[src/rtl/touch_ctrl_pkg.sv]
// Shared definitions for the two-hand touch controller: state codes,
// default timing constants and the shared-counter width helper.
package touch_ctrl_pkg;

  typedef enum logic [2:0] {
    IDLE     = 3'd0,
    ARM      = 3'd1,
    HOLD     = 3'd2,
    FIRE     = 3'd3,
    COOL     = 3'd4,
    WAIT_REL = 3'd5
  } state_t;

  localparam int DEF_DEB_CYCLES    = 16;
  localparam int DEF_WINDOW_CYCLES = 50000;
  localparam int DEF_HOLD_CYCLES   = 100000;
  localparam int DEF_COOL_CYCLES   = 200000;

  // Width of the shared counter, sized by the longest timed state.
  function automatic int cnt_width(input int a, input int b, input int c);
    int m;
    m = (a > b) ? a : b;
    m = (m > c) ? m : c;
    return (m < 2) ? 1 : $clog2(m);
  endfunction

endpackage

[src/rtl/touch_debounce.sv]
// One pad: two-flop synchronizer followed by a stability-count debouncer.
// The output level flips only after DEB_CYCLES consecutive differing samples.
module touch_debounce
  import touch_ctrl_pkg::*;
#(
  parameter int DEB_CYCLES = DEF_DEB_CYCLES
) (
  input  logic clk,
  input  logic rst,
  input  logic pad,
  output logic level
);

  localparam int DW = (DEB_CYCLES < 2) ? 1 : $clog2(DEB_CYCLES);

  logic          meta;
  logic          sync;
  logic [DW-1:0] cnt;

  // NOTE: every register, synchronizer flops included, takes the async reset so
  // a pad held through reset still needs the full sync + debounce delay.
  always_ff @(posedge clk or posedge rst) begin
    if (rst) begin
      meta  <= 1'b0;
      sync  <= 1'b0;
      level <= 1'b0;
      cnt   <= '0;
    end else begin
      meta <= pad;
      sync <= meta;
      if (sync == level) begin
        cnt <= '0;
      end else if (cnt == DW'(DEB_CYCLES - 1)) begin
        level <= sync;
        cnt   <= '0;
      end else begin
        cnt <= cnt + 1'b1;
      end
    end
  end

endmodule

[src/rtl/touch_ctrl.sv]
// Two-hand touch controller: debounced pads drive an arm/hold/fire/cooldown
// FSM that emits a single confirm pulse, or a timeout if the second hand is late.
module touch_ctrl
  import touch_ctrl_pkg::*;
#(
  parameter int DEB_CYCLES    = DEF_DEB_CYCLES,
  parameter int WINDOW_CYCLES = DEF_WINDOW_CYCLES,
  parameter int HOLD_CYCLES   = DEF_HOLD_CYCLES,
  parameter int COOL_CYCLES   = DEF_COOL_CYCLES
) (
  input  logic       clk,
  input  logic       rst,
  input  logic       touch1,
  input  logic       touch2,
  input  logic       enable,
  output logic       confirm,
  output logic       timeout,
  output logic       busy,
  output logic [1:0] touched_db,
  output logic [2:0] state
);

  localparam int CW = cnt_width(WINDOW_CYCLES, HOLD_CYCLES, COOL_CYCLES);

  state_t        st;
  logic [CW-1:0] cnt;
  logic          both;
  logic          none;
  logic          one;

  touch_debounce #(.DEB_CYCLES(DEB_CYCLES)) u_db1 (
    .clk   (clk),
    .rst   (rst),
    .pad   (touch1),
    .level (touched_db[0])
  );

  touch_debounce #(.DEB_CYCLES(DEB_CYCLES)) u_db2 (
    .clk   (clk),
    .rst   (rst),
    .pad   (touch2),
    .level (touched_db[1])
  );

  assign both  = &touched_db;
  assign none  = ~|touched_db;
  assign one   = ^touched_db;
  assign busy  = (st != IDLE);
  assign state = st;

  always_ff @(posedge clk or posedge rst) begin
    if (rst) begin
      st      <= IDLE;
      cnt     <= '0;
      confirm <= 1'b0;
      timeout <= 1'b0;
    end else begin
      // NOTE: non-blocking defaults first; a later assignment in the same
      // branch overrides them, so every transition below also clears cnt.
      confirm <= 1'b0;
      timeout <= 1'b0;
      if (cnt != '1) cnt <= cnt + 1'b1;

      unique case (st)
        IDLE: begin
          if (enable && both) begin
            st <= HOLD; cnt <= '0;
          end else if (enable && one) begin
            st <= ARM;  cnt <= '0;
          end
        end
        ARM: begin
          if (!enable || none) begin
            st <= IDLE; cnt <= '0;
          end else if (both) begin
            st <= HOLD; cnt <= '0;
          end else if (cnt == CW'(WINDOW_CYCLES - 1)) begin
            st <= WAIT_REL; cnt <= '0; timeout <= 1'b1;
          end
        end
        HOLD: begin
          // Release or disable beats completion in the same cycle.
          if (!enable || !both) begin
            st <= IDLE; cnt <= '0;
          end else if (cnt == CW'(HOLD_CYCLES - 1)) begin
            st <= FIRE; cnt <= '0; confirm <= 1'b1;
          end
        end
        FIRE: begin
          st  <= enable ? COOL : IDLE;
          cnt <= '0;
        end
        COOL: begin
          // Lockout always runs to completion, regardless of enable or pads.
          if (cnt == CW'(COOL_CYCLES - 1)) begin
            st <= WAIT_REL; cnt <= '0;
          end
        end
        WAIT_REL: begin
          if (!enable || none) begin
            st <= IDLE; cnt <= '0;
          end
        end
        default: begin
          st <= IDLE; cnt <= '0;
        end
      endcase
    end
  end

endmodule

[config.mk]
export PLATFORM = sky130hd
export DESIGN_NAME = touch_ctrl
export DESIGN_NICKNAME = d
export VERILOG_FILES = /design/src/rtl/touch_ctrl_pkg.sv /design/src/rtl/touch_debounce.sv /design/src/rtl/touch_ctrl.sv
export SDC_FILE = /design/constraint.sdc
export NUM_CORES = 1
export LEC_CHECK = 0
export ABC_AREA = 1
export ABC_CLOCK_PERIOD_IN_PS = 1730
export BUFFER_PORTS_ARGS = -buffer_cell sky130_fd_sc_hd__buf_2
export CAP_MARGIN = 20
export CORE_MARGIN = 3
export CORE_UTILIZATION = 35
export CTS_CLUSTER_SIZE = 40
export DETAILED_ROUTE_END_ITERATION = 8
export PLACE_DENSITY = 0.53
export SKIP_CTS_REPAIR_TIMING = 1
export SLEW_MARGIN = 0
export SYNTH_ARGS = -nofsm -noshare
export SYNTH_HDL_FRONTEND = slang
export SYNTH_SLANG_ARGS = --single-unit
[constraint.sdc]
create_clock -name clk -period 1.73 [get_ports clk]
set_input_delay 0.2595 -clock clk [delete_from_list [all_inputs] [get_ports clk]]
set_output_delay 0.2595 -clock clk [all_outputs]
set_load 0.03 [all_outputs]
# After elaboration in Yosys (flattened, before gate mapping)
# Index checks and enable logic that the tools add are counted.
# word_totals
input_bits	5
regBits	37
word_cells	83
out_inout_bits	8
# classes
eq_ne	18
n_reduce_logical	15
n_mux	33
bitwise	2
addsub	3
# op_table
cell	n
two-way mux 18 bit	10
case mux 18 bit (5 select lines)	1
two-way mux 3 bit	10
adder 18 x 1 -> 18 bit (second input constant)	1
== test 18 x 16 -> 1 bit (second input constant)	1
== test 18 x 17 -> 1 bit (second input constant)	1
== test 18 bit (second input constant)	1
inequality test 18 bit (second input constant)	1
case mux 3 bit (6 select lines)	1
two-way mux 4 bit	4
adder 4 x 1 -> 4 bit (second input constant)	2
== test 4 bit (second input constant)	2
two-way mux 1 bit	7
== test 3 x 2 -> 1 bit (second input constant)	2
== test 3 bit (second input constant)	2
inequality test 3 bit (second input constant)	2
AND reduction 2 bit	3
AND reduction 5 bit	1
inequality test 2 bit (second input constant)	2
inequality test 4 bit (second input constant)	1
== test 3 x 1 -> 1 bit (second input constant)	1
zero test 1 bit	3
zero test 3 bit	1
nonzero test 3 bit	1
other kinds (6)	10

# Depth between registers and ports, before layout
# logic_depth
depth_word	6
mapped_depth	12
depth_no_buf	11

# Modules after synthesis
# From an unflattened synthesis, not the netlist that was laid out.
# unflattened
cells_unflattened	264
hier_area_um2	2079.5
# by_module_without_submodules
module	n_inst	area_per_inst_um2	seq_area_each_um2	cells_per_inst
touch_ctrl	1	1506.4	575.6	206
touch_debounce	2	286.5	175.2	29

# Worst setup path after synthesis
# OpenSTA, ideal clock, no wires.
# synth_path
kind	reg-to-reg
from	reg st[0], in the netlist state[0]
to	reg st[0], in the netlist state[0]
arrival_ps	1603
synth_period_minus_slack_ps	1726
required_ps	1607
path_stages_with_launch	10
path_slack_ps	4
n_path_buf	1
setup_time_ps	123
cell_sequence	dfrtp_1 > nor2_1 > nand2_1 > nor2_1 > a21oi_1 > nand2_1 > nor2_4 > buf_6 > nand2_2 > nand2_1
# synth_between
elab_chain_len	3
word_cells_on_any_way	13
cone_classes	eq/ne: 10; mux: 1; reduce/logical: 2
# synth_lines
item	line	text
start: declaration	touch_ctrl.sv:25	state_t st;
start signal: assignment	touch_ctrl.sv:90	st <= enable ? COOL : IDLE;
== test 3 x 1 -> 1 bit (tied with other cells)	touch_ctrl.sv:64	unique case (st)
inequality test 4 bit (no line) (tied with other cells)	n/a	
AND reduction 5 bit (no line)	n/a	
# Parallel ways exist; a longest one is shown, timed or not.
# A chain may end at the register's enable or synchronous reset.

# Worst setup path in the final report
# layout_path
from	reg u_db1.level
to	reg st[0], in the netlist state[0]
# layout_between
elab_chain_len	5
word_cells_on_any_way	19
cone_classes	eq/ne: 4; mux: 5; reduce/logical: 10
# layout_lines
item	line	text
start: declaration	touch_debounce.sv:11	output logic level
start signal: assignment	touch_debounce.sv:34	level <= sync;
OR reduction 2 bit or AND reduction 2 bit (tied branches)	touch_ctrl.sv:46, touch_ctrl.sv:45	
zero test 1 bit (on tied branches)	touch_ctrl.sv:46, touch_ctrl.sv:83	
logical OR 1 bit (on tied branches)	touch_ctrl.sv:73, touch_ctrl.sv:100, touch_ctrl.sv:83	
inequality test 4 bit (no line) (tied with other cells)	n/a	
AND reduction 5 bit (no line) or case mux 3 bit (6 select lines) (tied branches)	n/a	
# Parallel ways exist; a longest one is shown, timed or not.

==> reports/results.txt <==
First-pass GRT wire length: 7.49 mm
Clock transition at path regs: 0.07 ns
Post-synth top area share: 0.443
Via count: 1639
Worst R2R Path Depth: 11
Layout Nets: 287
Worst EP required: 1.90 ns
Worst-path cell chain: inv_2 > ha_1 > inv_1 > nand2_1 > nor3_2 > nand2_1 > nand2_2 > nor2_4 > buf_12 > nand2_2 > nand2_1
Combinational power share: 0.253
Core Region: 5640 um2
FMAX: 612 MHz
Pre-antenna DRT Iters: 4
Inserted Clock Buffers: 5
Fraction of final layout cells sized beyond drive strength 1: 0.245
Leak: 1.13 nW
Synthesized Nets: 262
Yosys warnings: 0
Final Cycle Share: 0.945
Synth top cells by count: 48 x nor2_1, 38 x nand2_1, 37 x dfrtp_1, 24 x inv_1, 23 x nand3_1
Htree depth: 2
Critical Path Source: u_db1.level
Post-synth EDFFs: 0
Area growth, synth to finish: 17.6%
Wirelength per Cell: 12.8 um
Root buffer cell: clkbuf_8
Vias per cell: 4.70
Cell Area, Synth: 2090 um2
Reg area: 930 um2
Most common cell on crit path: nand2_1
Max clock buf depth: 2
RSZ-0062 raised after global routing: true
Area of the multi-input gates: 1060 um2
Power share of the clock group: 0.313
Initial core utilization: 0.370
Crit end category: flip-flop
Reg power frac: 0.435
Final setup violation count: 0
Vias in the first global route: 1576
Post-DP HPWL: 3.33 mm
P_int: 0.00159 W
Ant. Diodes: 0
Peak VDD IR: 389 uV
Worst path depth: 11
Worst EP arrival: 1.81 ns
Startpoint Class: flip-flop
Total power: 0.00232 W
Top cell type by total area after synthesis: dfrtp_1
I/O Pins: 13
Crit path buf inv count: 3
Die X: 83.3 um
Slew Viols, Final: 0
DRT iter0 DRCs: 43
Tmin final: 1.64 ns
Port Buffers: 12
Slowest stage cell on the critical path: dfrtp_2
Layout Skew: 0.00708 ns
Final Core Density: 0.436
Synth cell types: 28
Sequential area share after synthesis: 0.443
Placed cell count: 340
Mapped Cells: 252
Layout fillers: 581
Gr usage total: 0.135
Worst skew pair latency: 0.29 ns
CP max stage delay: 0.42 ns
DRT antenna net count: 0
R2R Path Start: u_db1.level
FF-to-FF End: state[0]
Row cnt: 27
Pin count of the biggest net entering global routing: 38
Clock sink count: 37
Crit path capture: state[0]
Largest fanout on the critical path: 9
Ys async rst share: 1.00
Power Dens Cells: 945 nW/um2
Min-delay worst type: input port to asynchronous set/reset pin
Largest cells by area after synthesis: dfrtp_1 44%, nor2_1 8.6%, nand2_1 6.8%, nand3_1 5.5%, xor2_1 5.4%
WHS: 0.0764 ns
Max Cap Violations: 0
Hold Vio Cnt, Final: 0
TritonCTS clock tree: yes
Die Ht: 83.3 um
Main synth FF type: dfrtp_1
Non-Filler Instances: 349
R2R setup slack: 0.09 ns
Global route overflow: 0
Worst-margin pin slew: 0.488 ns
Final GP Congestion: 0.845
CP top delay family: simple AND/OR/NAND/NOR gates
Net Sw Frac: 0.315
Post-route design area: 2460 um2
Final wirelength: 4.46 mm
Outcome: complete, no violations
Avg Inst Size Synth: 8.29 um2
Total die area: 6930 um2
Net Switching: 0.000730 W
# DRC: 0
Placed cell area: 2290 um2
#FFs+latches synth: 37
Crit Path Class: flip-flop to flip-flop
Max-slew headroom: 0.675
Most common cell in the synthesized netlist: nor2_1
Initial antenna violation count: 0
==> worst min path at each step <==
stage               startpoint           end  slack [ns]  depth (start not counted)
finish                     rst  u_db1.cnt[0]        0.08                          3
floorplan               touch1    u_db1.meta        0.29                          0
global placement    u_db2.meta    u_db2.sync        0.33                          0
detailed placement  u_db2.meta    u_db2.sync        0.34                          0
global route            touch2    u_db2.meta        0.06                          1
CTS                     touch2    u_db2.meta        0.07                          1
==> cells by family after synthesis <==
logic type | after synthesis | synth area share
AO/OA/AOI/OAI | 23 | 0.0766
XOR/XNOR | 19 | 0.0796
adder cells (fa/ha/maj) | 5 | 0.0299
buffers and inverters | 34 | 0.0742
flip-flops | 37 | 0.443
AND/OR/NAND/NOR | 134 | 0.296
==> power by group through the flow <==
stage / combinational (W) / clock (W) / sequential, W
final: 0.000587 / 0.000726 / 0.00101
after global routing: 0.000654 / 0.000789 / 0.00102
after CTS: 0.000575 / 0.000748 / 0.000994
after detailed placement: 0.000573 / 0 / 0.00101
after global placement: 0.000567 / 0 / 0.00101
after floorplan: 0.000365 / 0 / 0.00102
==> tightest hold or removal path, stage by stage <==
cell and delay, ns:
buf_2 0.10, inv_1 0.04, buf_4 0.42
==> registers in the layout (all words and copies together) (netlist names) <==
name         cells
u_db2.sync       1
u_db1.meta       1
u_db2.meta       1
state            3
u_db1.sync       1
u_db1.cnt        4
u_db2.cnt        4
confirm          1
timeout          1
u_db1.level      1
cnt             18
u_db2.level      1
==> layout by cell type, fill, tap and decap left out <==
| master | n |
|---|---|
| buf_12 | 2 |
| nand3_2 | 1 |
| nand2_1 | 38 |
| nor2_4 | 2 |
| bufinv_16 | 1 |
| nand3_4 | 1 |
| inv_2 | 4 |
| nand2_4 | 1 |
| dfrtp_2 | 3 |
| nor2_1 | 46 |
| o21ai_0 | 6 |
| xor2_1 | 13 |
| or2_2 | 1 |
| nand4_1 | 5 |
| a21oi_4 | 1 |
| a21oi_1 | 7 |
| buf_2 | 12 |
| ha_4 | 2 |
| ha_1 | 3 |
| a21oi_2 | 9 |
| xnor2_1 | 6 |
| clkinv_1 | 1 |
| nor3_2 | 1 |
| nor4_1 | 1 |
| inv_1 | 23 |
| clkinv_2 | 2 |
| nand3b_1 | 1 |
| dfrtp_1 | 34 |
| nor3_4 | 1 |
| nand2_2 | 6 |
| nand3_1 | 22 |
| buf_4 | 9 |
| nor2_2 | 4 |
| nor3_1 | 3 |
| clkbuf_8 | 5 |
==> final cells by class <==
class / count / area share
sequential: 37 / 0.378
clock buffer: 5 / 0.0280
inverter: 29 / 0.0448
clock inverter: 2 / 0.0143
multi-input combinational: 181 / 0.430
timing repair buffer: 23 / 0.0682
tap: 72 / 0.0367
==> per-stage QoR <==
stage / setup WS, ns / setup TNS, ns
final: 0.0950 / 0
after global placement: 0.0699 / 0
after CTS: 0.0499 / 0
after global routing: -0.00932 / -0.0176
after detailed placement: 0.0613 / 0
after floorplan: 0.00374 / 0
==> layer usage <==
metal,global-route usage,vias up,routed length [um]
met2,0.205,30,2060
met4,0.0446,0,74
met3,0.0357,7,176
met5,0,-,0
met1,0.186,752,2150
li1,-,850,-
Power figures use the tool's default switching activity.
